File: config.mk
export PLATFORM = sky130hd
export DESIGN_NAME = led_mode_sequencer
export DESIGN_NICKNAME = d
export VERILOG_FILES = /design/src/rtl/led_mode_sequencer_pkg.sv /design/src/rtl/led_mode_sequencer_button_debounce.sv /design/src/rtl/led_mode_sequencer.sv
export SDC_FILE = /design/constraint.sdc
export NUM_CORES = 1
export LEC_CHECK = 0
export CORE_ASPECT_RATIO = 0.6
export CORE_MARGIN = 8
export CORE_UTILIZATION = 54
export DETAILED_ROUTE_END_ITERATION = 12
export MAX_ROUTING_LAYER = met4
export PLACE_DENSITY = 0.81
export REMOVE_ABC_BUFFERS = 1
export SLEW_MARGIN = 20
export SYNTH_ARGS = -nofsm -noshare
export SYNTH_HDL_FRONTEND = slang
export SYNTH_SLANG_ARGS = --single-unit
File: constraint.sdc
create_clock -name clk -period 1.7 [get_ports clk]
set_input_delay 0.34 -clock clk [delete_from_list [all_inputs] [get_ports clk]]
set_output_delay 0.34 -clock clk [all_outputs]
set_load 0.01 [all_outputs]
File: src/rtl/led_mode_sequencer_pkg.sv
// ============================================================================
// Module      : led_mode_sequencer_pkg
// Description : Mode encodings and helpers shared by the LED mode sequencer.
// Revision    : 1.0 - initial release
// ============================================================================
`default_nettype none

package led_mode_sequencer_pkg;

    localparam logic [1:0] MODE_NORMAL = 2'd0;
    localparam logic [1:0] MODE_INVERT = 2'd1;
    localparam logic [1:0] MODE_CHASE  = 2'd2;
    localparam logic [1:0] MODE_BLINK  = 2'd3;

    // One-cycle commands decoded from the debounced buttons.
    typedef struct packed {
        logic home;
        logic next;
    } btn_cmd_t;

    // NEXT ordering wraps BLINK back to NORMAL through 2-bit overflow.
    function automatic logic [1:0] mode_after_next(input logic [1:0] cur);
        return cur + 2'd1;
    endfunction

endpackage

`default_nettype wire

File: src/rtl/led_mode_sequencer_button_debounce.sv
// ============================================================================
// Module      : button_debounce
// Description : 2-flop synchronizer, stability-count debouncer and rise pulse.
// Revision    : 1.0 - initial release
// ============================================================================
`default_nettype none

module button_debounce #(
    parameter int DEBOUNCE_CYCLES = 4
) (
    input  logic clk,
    input  logic rst,
    input  logic btn_raw,
    output logic level,
    output logic rise
);

    localparam int CW = (DEBOUNCE_CYCLES > 1) ? $clog2(DEBOUNCE_CYCLES) : 1;

    logic          r_sync1;
    logic          r_sync2;
    logic          r_level_d;
    logic [CW-1:0] r_cnt;

    always_ff @(posedge clk or posedge rst) begin
        if (rst) begin
            r_sync1   <= 1'b0;
            r_sync2   <= 1'b0;
            r_level_d <= 1'b0;
            r_cnt     <= '0;
            level     <= 1'b0;
            rise      <= 1'b0;
        end else begin
            r_sync1   <= btn_raw;
            r_sync2   <= r_sync1;
            r_level_d <= level;
            // Release edges are deliberately ignored; only presses are commands.
            rise      <= level & ~r_level_d;
            if (r_sync2 != level) begin
                if (r_cnt == CW'(DEBOUNCE_CYCLES - 1)) begin
                    level <= r_sync2;
                    r_cnt <= '0;
                end else begin
                    r_cnt <= r_cnt + CW'(1);
                end
            end else begin
                r_cnt <= '0;
            end
        end
    end

endmodule

`default_nettype wire

File: src/rtl/led_mode_sequencer.sv
// ============================================================================
// Module      : led_mode_sequencer
// Description : Button-driven 4-mode LED sequencer (NORMAL/INVERT/CHASE/BLINK).
// Revision    : 1.0 - initial release
// ============================================================================
`default_nettype none

module led_mode_sequencer
    import led_mode_sequencer_pkg::*;
#(
    parameter int DEBOUNCE_CYCLES = 4,
    parameter int STEP_CYCLES     = 8,
    parameter int LED_W           = 6
) (
    input  logic             clk,
    input  logic             rst,
    input  logic [2:0]       switches,
    input  logic [1:0]       buttons,
    output logic [LED_W-1:0] leds,
    output logic [1:0]       mode
);

    localparam int SW = (STEP_CYCLES > 1) ? $clog2(STEP_CYCLES) : 1;

    logic [1:0]       w_level;
    logic [1:0]       w_rise;
    btn_cmd_t         w_cmd;
    logic [1:0]       w_mode_next;
    logic [LED_W-1:0] w_pat;
    logic [LED_W-1:0] w_led_next;

    logic [SW-1:0]    r_step_cnt;
    logic [LED_W-1:0] r_chase;
    logic             r_phase;

    generate
        for (genvar i = 0; i < 2; i++) begin : g_btn
            button_debounce #(
                .DEBOUNCE_CYCLES(DEBOUNCE_CYCLES)
            ) u_debounce (
                .clk    (clk),
                .rst    (rst),
                .btn_raw(buttons[i]),
                .level  (w_level[i]),
                .rise   (w_rise[i])
            );
        end
    endgenerate

    // A rise is only acted on while its button is still debounced high.
    assign w_cmd.next  = w_rise[0] & w_level[0];
    assign w_cmd.home  = w_rise[1] & w_level[1];
    assign w_mode_next = w_cmd.home ? MODE_NORMAL : mode_after_next(mode);
    assign w_pat       = LED_W'({switches, switches});

    always_comb begin
        w_led_next = w_pat;
        case (mode)
            MODE_NORMAL: w_led_next = w_pat;
            MODE_INVERT: w_led_next = ~w_pat;
            MODE_CHASE:  w_led_next = r_chase;
            MODE_BLINK:  w_led_next = r_phase ? w_pat : '0;
            default:     w_led_next = w_pat;
        endcase
    end

    always_ff @(posedge clk or posedge rst) begin
        if (rst) begin
            mode       <= MODE_NORMAL;
            leds       <= '0;
            r_step_cnt <= '0;
            r_chase    <= LED_W'(1);
            r_phase    <= 1'b1;
        end else begin
            leds <= w_led_next;
            if (w_cmd.next || w_cmd.home) begin
                // Every command restarts the target mode from scratch.
                mode       <= w_mode_next;
                r_step_cnt <= '0;
                if (w_mode_next == MODE_CHASE) begin
                    r_chase <= LED_W'(1);
                end
                if (w_mode_next == MODE_BLINK) begin
                    r_phase <= 1'b1;
                end
            end else if (mode == MODE_CHASE || mode == MODE_BLINK) begin
                if (r_step_cnt == SW'(STEP_CYCLES - 1)) begin
                    r_step_cnt <= '0;
                    if (mode == MODE_CHASE) begin
                        r_chase <= switches[0] ? {r_chase[0], r_chase[LED_W-1:1]}
                                               : {r_chase[LED_W-2:0], r_chase[LED_W-1]};
                    end else begin
                        r_phase <= ~r_phase;
                    end
                end else begin
                    r_step_cnt <= r_step_cnt + SW'(1);
                end
            end else begin
                r_step_cnt <= '0;
            end
        end
    end

endmodule

`default_nettype wire
Word-level counts from Yosys, hierarchy flattened
Index checks and enable logic that the tools add are counted.
- flip-flop bits (word level): 32
- output and inout bits: 8
- bitwise operators: 8
- add/sub/neg operators: 4
- equality and inequality tests: 13
- mux-type cells: 21
- reduce and logical (&&, ||, !) cells: 10
- operator list (cell ; count):
    $mux 6 ; 7
    $pmux 6 s4 ; 1
    $eq 2x2->1 const B ; 6
    $mux 2 ; 5
    $mux 3 ; 3
    $reduce_and 4->1 ; 2
    $add 2x1->2 const B ; 3
    $not 6->6 ; 1
    $reduce_bool 2->1 ; 3
    $mux 1 ; 5
    $and 1x1->1 ; 4
    $ne 2x1->1 const B ; 2
    $reduce_and 2->1 ; 2
    $add 3x1->3 const B ; 1
    $eq 3x3->1 const B ; 1
    $not 1->1 ; 3
    $eq 2x1->1 const B ; 1
    $logic_not 2->1 ; 1
    $logic_or 1x1->1 ; 2
    $ne 1x1->1 ; 2
    $ne 2x2->1 const B ; 1

Longest topological paths before layout
- depth after elaboration: 5
- gate-level depth with buffers: 6
- gate-level depth less buffers: 5

By module
From an unflattened synthesis, not the netlist that was laid out.
- cell total of the unflattened synthesis: 113
- area, all modules: 1386.3 um^2
- modules (own cells, without submodules) (module ; area each (um^2) ; sequential area each (um^2) ; cells an instance ; instances):
    led_mode_sequencer ; 918.4 ; 452.9 ; 85 ; 1
    button_debounce ; 234.0 ; 175.2 ; 14 ; 2

Least setup slack after synthesis
OpenSTA, ideal clock, no wires.
- path type: flip-flop to flip-flop
- start: register mode[0]
- end: register r_chase[1]
- library setup time: 0.079 ns
- stages on the path, launching flop included: 6
- data required time: 1.621 ns
- arrival time: 1.441 ns
- path slack: 0.179 ns
- cell sequence: dfrtp_1 inv_1 ha_1 and3_2 a32oi_2 o2bb2ai_1
- word-level cells in the longest chain between the ends: 5
- ends and longest elaborated chain (element ; RTL line ; text):
    from (decl) ; led_mode_sequencer.sv:20 ; output logic [1:0] mode
    from (signal assigned) ; led_mode_sequencer.sv:78 ; mode <= w_mode_next;
    $add 2x1->2 ; led_mode_sequencer_pkg.sv:23 ; return cur + 2'd1;
    $mux 2 ; led_mode_sequencer.sv:53 ; assign w_mode_next = w_cmd.home ? MODE_NORMAL : mode_after_next(mode);
    $eq 2x2->1 ; led_mode_sequencer.sv:80 ; if (w_mode_next == MODE_CHASE) begin
    $ne 2x1->1 (no source line) ; n/a ;
    $reduce_and 4->1 (no source line) (*) ; n/a ;
    to (signal assigned) ; led_mode_sequencer.sv:90 ; r_chase <= switches[0] ? {r_chase[0], r_chase[LED_W-1:1]}
    to (decl) ; led_mode_sequencer.sv:33 ; logic [LED_W-1:0] r_chase;
Mark *: on every way between the ends. The rest lies on a longest branch, timed or not.
A chain may end at the register's enable or synchronous reset.

Worst setup path in the final report
- start: register mode[0]
- end: output mode[0]
No word-level cell between the ends.

==> out/results.ini <==
[outcome]
status=finished, final reports clean

[clocking]
cts_buffers=5
clk_pin_slew_ns=0.07
post-cts-setup-buffers=0
cts_tree=done
cts_resized=0
cts_num_sinks=32
h-tree-depth=2
clock-root-buffer=clkbuf_8
holdBufCountCts=0
clk_path_buf_depth=2
insertion_delay_ns=0.28

[timing]
min_period_ns=1.63
setup-tns-final_ns=0
max_slew_margin=0.705
timing.final.max_slew_violations=0
layout_setup_ws_ns=0.0727
rsz0062_at_grt=no
worst_slew_pin_slew_ns=0.443
finalHoldViolCount=0
fin_worst_skew_ns=0.00583
max_clock_freq_ghz=0.615
post-route-period-util=0.957
setup_viol=0
whs_ns=0.362

[die]
floorplan.initialDensity=0.564
io_pins=15
die_area_um2=4540
fp.dieH_um=55.5
fp.dieW_um=81.8
coreArea_um2=2490
rows=14

[final_layout]
layout_common_cells=30 x dfrtp_1, 14 x clkdlybuf4s50_1, 9 x a21oi_1
ff_latch_area_um2=803
multiInputGateArea_um2=556
finalNetCount=149
nFillCells=191
layout-drive-gt1-share=0.133
fin_cells=167
n_antenna_cell=0
areaGrowthSynthToFinish_pct=20.9
postLayoutCoreUtil=0.682
final_common_cell=dfrtp_1

[pwr]
internal_power_w=0.00186
comb_power_share=0.318
p_clk_frac=0.259
power.leakage_nw=0.771
power_density_nw_per_um2=1610
switching_share=0.319
vdd_drop_max_uv=910
pwr-share-seq=0.422
power_switching_w=0.000870

[place]
io_buffers=14
gp_congestion=0.854
dp_cells=159
dp_hpwl_mm=1.76
dpl_worst_slack_ns=0.194

[worst_setup_path]
crit_path_top_delay_cell=clkdlybuf4s50_1
arrival_ns=1.29
slowest_delay_ns=0.54
end_kind=output pin
worstPathCellList=buf_4 > clkdlybuf4s50_1
path_buf_inv=2
cp_data_required_time_ns=1.36
path_max_fanout=5
crit_family=buffers and inverters
path_class=flip-flop to output pin
start_kind=flip-flop

[yosys]
synth.area.top_cells=dfrtp_1 54%, ha_1 7.1%, mux2i_1 4.3%
yosys_register_bits=32
synth_cell_types=31
yosysSeqAreaShare=0.573
synth_top_area_cell=dfrtp_1
synth_cells=113
syn_area_um2=1400
yosysTopAreaCellShare=0.535
avgSynthCellArea_um2=12.4
yosysWarnings=0

[min_path]
hold_class=flip-flop to flip-flop

[detailed_routing]
ant_nets=0
vias=925
wl_mm=2.44
post_drt_wl_per_cell_um=14.6
drtIter0Drc=66
drt_pass1_iterations=4
drc=0
viasPerCell=5.54

[job]
maxCapViolations=0

[global_routing]
antenna_found_initial=0
grtUsageTotal=0.123
grt_max_degree=33
grt_first_pass_wirelength_mm=4.15
grt_pass1_vias=906
overflow=0

## metrics by stage
step / total power (W) / cell area (µm²)
final: 0.00273 / 1700
after CTS: 0.00276 / 1700
after floorplan: 0.00168 / 1380
after global routing: 0.00293 / 1700
after global placement: 0.00199 / 1580
after detailed placement: 0.00204 / 1580
## final cells by class
type | instances | share of cell area
tap | 32 | 0.0236
clock buffer | 5 | 0.0406
timing repair buffer | 17 | 0.0959
inverter | 6 | 0.0133
sequential | 32 | 0.474
multi-input combinational | 72 | 0.328
clock inverter | 3 | 0.0251
## synth_stat cells
cell type,count
a22oi_1,1
and3_2,1
nand2b_1,1
nor2b_1,7
nor4_1,1
a2bb2oi_1,1
buf_2,2
nor3_1,2
a32oi_2,1
o2bb2ai_1,6
inv_1,6
dfstp_2,2
nor3b_1,1
nor2_1,1
o32a_1,1
a21oi_1,9
nor4b_1,1
o21ai_0,5
dfrtp_1,30
nand3_1,1
buf_6,1
a21o_1,2
mux2i_1,6
a311oi_1,1
mux2_2,3
a22o_1,1
xnor2_1,3
a21boi_0,1
nand2_1,6
a32oi_1,1
ha_1,8
## power by group through the flow
stage               clock [W]  sequential, W  combinational, W
global route         0.000770        0.00118          0.000979
global placement            0        0.00116          0.000839
CTS                  0.000726        0.00115          0.000875
floorplan                   0        0.00118          0.000498
detailed placement          0        0.00117          0.000874
finish               0.000707        0.00115          0.000869
## sequential cells by signal, summed over array words and instances (netlist names)
register	count
leds	6
g_btn.u_debounce.level	2
g_btn.u_debounce.r_sync2	2
g_btn.u_debounce.rise	2
r_chase	6
g_btn.u_debounce.r_sync1	2
r_phase	1
mode	2
r_step_cnt	3
g_btn.u_debounce.r_cnt	4
g_btn.u_debounce.r_level_d	2
## routing by layer
| layer | global-route usage | vias to the layer above | share of wire |
|---|---|---|---|
| met5 | - | - | 0 |
| met4 | 0.0547 | 0 | 0.017 |
| met3 | 0.0581 | 4 | 0.066 |
| met2 | 0.154 | 20 | 0.43 |
| met1 | 0.161 | 453 | 0.49 |
| li1 | - | 448 | - |
## cell families after synthesis
family                   synth area share
flip-flops                          0.573
AO/OA/AOI/OAI                       0.153
AND/OR/NAND/NOR                    0.0865
buffers and inverters              0.0312
multiplexers                       0.0669
adder cells (fa/ha/maj)            0.0714
XOR/XNOR                           0.0187
## path summary, 6_finish.rpt
check	from	endpoint	slack, ns	cells past startpoint
worst max register to register	mode[1]	r_chase[5]	0.16	5
max in group asynchronous	rst	r_phase	0.95	3
min in group asynchronous	rst	g_btn[1].u_debounce.r_sync2	0.43	3
worst min-delay path	g_btn[0].u_debounce.r_sync1	g_btn[0].u_debounce.r_sync2	0.36	0
worst max-delay path	mode[0]	mode[0]	0.07	2
worst min register to register	g_btn[0].u_debounce.r_sync1	g_btn[0].u_debounce.r_sync2	0.36	0
## worst reg2reg max path: stages (launching register included)
cell and delay, ns:
dfrtp_1 0.41, inv_1 0.08, ha_1 0.26, and3_2 0.23, a32oi_2 0.32, o2bb2ai_1 0.16
Note: power is estimated with default switching activity, not from simulation.
